File: src/rtl/led595_pkg.sv
// led595_pkg: shared types and constants for the 74HC595 chain driver.
package led595_pkg;

  typedef enum logic [1:0] {
    IDLE,
    SHIFT,
    LATCH
  } led595_state_t;

  localparam int LED595_BITS_PER_CHIP = 8;

endpackage

File: src/rtl/led595_tick.sv
// led595_tick: one-cycle strobe every DIV system cycles.
module led595_tick #(
  parameter int DIV = 4
) (
  input  logic clk,
  input  logic rst_n,
  input  logic clr,
  output logic tick
);

  localparam int CW = (DIV > 1) ? $clog2(DIV) : 1;
  localparam logic [CW-1:0] LAST = CW'(DIV - 1);

  logic [CW-1:0] r_cnt;

  assign tick = (r_cnt == LAST);

  always_ff @(posedge clk or negedge rst_n) begin
    if (!rst_n) begin
      r_cnt <= '0;
    end else if (clr || tick) begin
      r_cnt <= '0;
    end else begin
      r_cnt <= r_cnt + CW'(1);
    end
  end

endmodule

File: src/rtl/led595_chain.sv
// led595_chain: shifts a parallel word into a 74HC595 daisy chain
// on a divided serial clock, then pulses the storage latch.
import led595_pkg::*;

module led595_chain #(
  parameter int N_CHIPS   = 2,
  parameter int DIV       = 4,
  parameter bit LSB_FIRST = 1'b0
) (
  input  logic                                  clk,
  input  logic                                  rst_n,
  input  logic [LED595_BITS_PER_CHIP*N_CHIPS-1:0] data,
  input  logic                                  valid,
  output logic                                  ready,
  output logic                                  led595_clk,
  output logic                                  led595_dout,
  output logic                                  led595_latch
);

  localparam int W  = LED595_BITS_PER_CHIP * N_CHIPS;
  localparam int BW = $clog2(W);
  localparam logic [BW-1:0] LAST_BIT = BW'(W - 1);

  led595_state_t r_state;
  logic [W-1:0]  r_sr;
  logic [BW-1:0] r_bit;
  logic          r_hi;
  logic [W-1:0]  w_load;
  logic          w_tick;
  logic          w_clr;

  always_comb begin
    w_load = data;
    if (LSB_FIRST) begin
      for (int i = 0; i < W; i++) begin
        w_load[i] = data[W-1-i];
      end
    end
  end

  // Holding the divider clear in IDLE aligns the first low phase to accept.
  assign w_clr       = (r_state == IDLE);
  assign led595_dout = r_sr[W-1];

  led595_tick #(
    .DIV (DIV)
  ) u_tick (
    .clk   (clk),
    .rst_n (rst_n),
    .clr   (w_clr),
    .tick  (w_tick)
  );

  always_ff @(posedge clk or negedge rst_n) begin
    if (!rst_n) begin
      r_state      <= IDLE;
      r_sr         <= '0;
      r_bit        <= '0;
      r_hi         <= 1'b0;
      ready        <= 1'b1;
      led595_clk   <= 1'b0;
      led595_latch <= 1'b0;
    end else begin
      unique case (r_state)
        IDLE: begin
          if (valid) begin
            r_sr    <= w_load;
            r_bit   <= '0;
            r_hi    <= 1'b0;
            ready   <= 1'b0;
            r_state <= SHIFT;
          end
        end
        SHIFT: begin
          if (w_tick) begin
            if (!r_hi) begin
              r_hi       <= 1'b1;
              led595_clk <= 1'b1;
            end else begin
              r_hi       <= 1'b0;
              led595_clk <= 1'b0;
              r_sr       <= {r_sr[W-2:0], 1'b0};
              if (r_bit == LAST_BIT) begin
                r_bit        <= '0;
                led595_latch <= 1'b1;
                r_state      <= LATCH;
              end else begin
                r_bit <= r_bit + BW'(1);
              end
            end
          end
        end
        LATCH: begin
          if (w_tick) begin
            led595_latch <= 1'b0;
            ready        <= 1'b1;
            r_state      <= IDLE;
          end
        end
        default: begin
          r_state <= IDLE;
        end
      endcase
    end
  end

endmodule

File: config.mk
export PLATFORM = sky130hd
export DESIGN_NAME = led595_chain
export DESIGN_NICKNAME = d
export VERILOG_FILES = /design/src/rtl/led595_pkg.sv /design/src/rtl/led595_tick.sv /design/src/rtl/led595_chain.sv
export SDC_FILE = /design/constraint.sdc
export NUM_CORES = 1
export LEC_CHECK = 0
export BUFFER_PORTS_ARGS = -buffer_cell sky130_fd_sc_hd__buf_2
export CAP_MARGIN = 15
export CORE_MARGIN = 5
export CORE_UTILIZATION = 35
export CTS_CLUSTER_SIZE = 16
export DETAILED_ROUTE_END_ITERATION = 7
export PLACE_DENSITY = 0.65
export SYNTH_ARGS = -nofsm -noshare
export SYNTH_HDL_FRONTEND = slang
export SYNTH_SLANG_ARGS = --single-unit
File: constraint.sdc
create_clock -name clk -period 2.4 [get_ports clk]
set_input_delay 0.6 -clock clk [delete_from_list [all_inputs] [get_ports clk]]
set_output_delay 0.6 -clock clk [all_outputs]
set_load 0.005 [all_outputs]
==> results by group <==
GRT
  • Number of global-route vias before repair: 975
  • Remaining Overflow, GRT: 0
  • Initial antenna violation count: 0
  • First-pass GRT wire length: 4367 um
  • Tot GR Track Use: 0.1016
  • Largest net degree at the start of global routing: 29

STA
  • Period Utilization, post-route: 0.8083
  • PnR worst setup slack: 460.0 ps
  • Setup Skew: 3.195 ps
  • Final Hold Fails: 0
  • Slew headroom: 0.5275
  • Max Slew Vio Count: 0
  • Final setup viols: 0
  • Setup TNS: 0 ps
  • FMAX: 0.5155 GHz
  • Tmin final: 1940 ps
  • RSZ-0062 raised after global routing: no
  • Slew @ Worst Pin: 708.8 ps

Drt
  • Starting DRT DRC Count: 47
  • WL final: 2546 um
  • Mean routed wirelength per cell: 13.69 um
  • Post-DRT Antenna Nets: 0
  • Post-DR vias/cell: 4.935
  • Via count: 918
  • Drc violations: 0
  • TritonRoute pass-1 iters: 4

Logic synthesis
  • Yosys Warn Count: 0
  • Syn Area/Cell: 13.18 um^2
  • Register area share after synthesis: 0.4671
  • Yosys top cell area share: 0.4496
  • Synth area leaders: dfrtp_1 45%, mux2_4 16%, mux2_2 11%
  • Net Count, Synth: 135
  • Mapped cell area: 1503 um^2
  • Unique masters post-synth: 33
  • Mapped Cells: 114
  • Yosys reg bits: 28
  • Largest area contributor in the netlist: dfrtp_1

Worst setup path
  • Critical-path maximum fanout: 17
  • CP required: 2560 ps
  • CP arrival: 2100 ps
  • Worst Setup End Kind: register
  • Critical Path Start Type: register
  • WS Path Type: register to register

Power
  • Peak VDD IR: 0.0005699 V
  • Cell area power density: 1221 nW/um^2
  • Lkg Pwr: 0.7924 nW

Outcome
  • Status: finished, final reports clean

Clocking
  • Clock slew at reported path FFs: 90 ps
  • Post-cts sizing count: 0
  • CTS H-tree depth: 1
  • TritonCTS buffer count: 3
  • Total clock sinks: 28
  • TritonCTS clock tree: built
  • Clk_lat worst skew: 270 ps
  • Post-CTS Setup Inserts: 0
  • Root Driver: clkbuf_8
  • CTS Buffer Depth: 2
  • Hold buffer count at cts: 0

Floorplan
  • Placement row count: 23
  • Chip height: 75.53 um
  • IO Count: 23
  • Core Region: 4086 um^2
  • Die Area: 5704 um^2
  • Initial core utilization: 0.3677
  • Die Span X: 75.53 um

Final layout
  • Fraction of layout cells with a size suffix above 1: 0.4632
  • Layout overhead on the synthesized area: 10.66%
  • Final-layout fill cell count: 391
  • Final net count: 158
  • Most frequent cells in the layout: 27 x dfrtp_1, 22 x buf_2, 16 x mux2_4
  • # diodes: 0
  • Most common cell after layout, fill and taps aside: dfrtp_1

Placement
  • Port Buf Inserts: 22
  • Place WS: 458.4 ps
  • Final RePlAce weighted congestion: 0.8198
  • Hpwl dp: 1833 um

Min path
  • Worst Hold Class: input pin to asynchronous set/reset pin

Job
  • MaxCap Viol Count: 0
## layer usage
layer | global-route usage | vias up | share of wire
met4 | 0.04660 | 0 | 0.021
met2 | 0.1611 | 18 | 0.45
met5 | 0 | - | 0
met1 | 0.1284 | 440 | 0.47
li1 | - | 454 | -
met3 | 0.02902 | 6 | 0.052
## state kept, by name, summed over array words and instances, names as in the netlist
| name | count |
|---|---|
| r_bit | 4 |
| ready | 1 |
| led595_latch | 1 |
| r_hi | 1 |
| u_tick.r_cnt | 2 |
| r_sr | 16 |
| led595_clk | 1 |
| r_state | 2 |
## through the flow
stage | utilization | hold slack [ps] | cells | area, um^2 | power (mW)
after floorplan | - | 304.4 | 114 | 1503 | 1.660
after global placement | 0.3959 | 421.4 | 182 | 1618 | 1.756
after detailed placement | 0.3959 | 434.6 | 182 | 1618 | 1.798
after CTS | 0.4069 | 358.4 | 186 | 1663 | 2.067
after global routing | 0.4069 | 377.9 | 186 | 1663 | 2.213
final | 0.4069 | 333.8 | 186 | 1663 | 2.030
## final cells by class
class / count / area (um^2) / share of cell area
Multi-Input combinational cell: 73 / 705.7 / 0.4244
Sequential cell: 28 / 701.9 / 0.4221
Timing Repair Buffer: 23 / 117.6 / 0.07073
Tap cell: 50 / 62.56 / 0.03762
Clock buffer: 4 / 45.04 / 0.02709
Inverter: 8 / 30.03 / 0.01806
## synthesized netlist by cell type (all sizes together)
cell,instances
o221ai,1
o211ai,2
o22ai,3
mux2,31
nor2b,2
buf,5
o21ai,4
dfstp,1
o31ai,1
and3,1
o21bai,1
mux2i,1
nor2,3
nand2,5
a22oi,1
nand2b,3
nor3,1
nor3b,1
a21oi,5
or3,1
or4b,1
dfrtp,27
o22a,1
nand4b,1
ha,2
inv,8
nand4,1
## path summary, 6_finish.rpt
| kind | end | start | cells past startpoint | slack, ps |
|---|---|---|---|---|
| max | r_sr[7]$_DFFE_PN0P_ | r_state[1]$_DFFE_PN0P_ | 3 | 460 |
| min | u_tick.r_cnt[1]$_DFF_PN0_ | rst_n | 1 | 330 |
| max reg2reg | r_sr[7]$_DFFE_PN0P_ | r_state[1]$_DFFE_PN0P_ | 3 | 460 |
| min reg2reg | u_tick.r_cnt[0]$_DFF_PN0_ | u_tick.r_cnt[0]$_DFF_PN0_ | 1 | 440 |
| max in group asynchronous | led595_latch$_DFFE_PN0P_ | rst_n | 1 | 1660 |
| min in group clk | u_tick.r_cnt[0]$_DFF_PN0_ | u_tick.r_cnt[0]$_DFF_PN0_ | 1 | 440 |
## logic make-up after synthesis
kind of cell | after synthesis | synth area share
mux | 32 | 0.2789
flops | 28 | 0.4671
simple gates | 20 | 0.08577
compound gates | 19 | 0.08826
buf+inv | 13 | 0.06328
fa+ha+maj | 2 | 0.01665
## critical path, cell delays in order (launching register included)
cell      delay, ps
dfrtp_1         540
nand2b_2        320
o22ai_4         550
mux2_2          410
## power breakdown
part	internal [mW]	total [mW]	switching, mW
clock	0.119	0.257	0.138
combinational	0.590	0.937	0.348
sequential	0.689	0.837	0.148
Power figures use the tool's default switching activity.
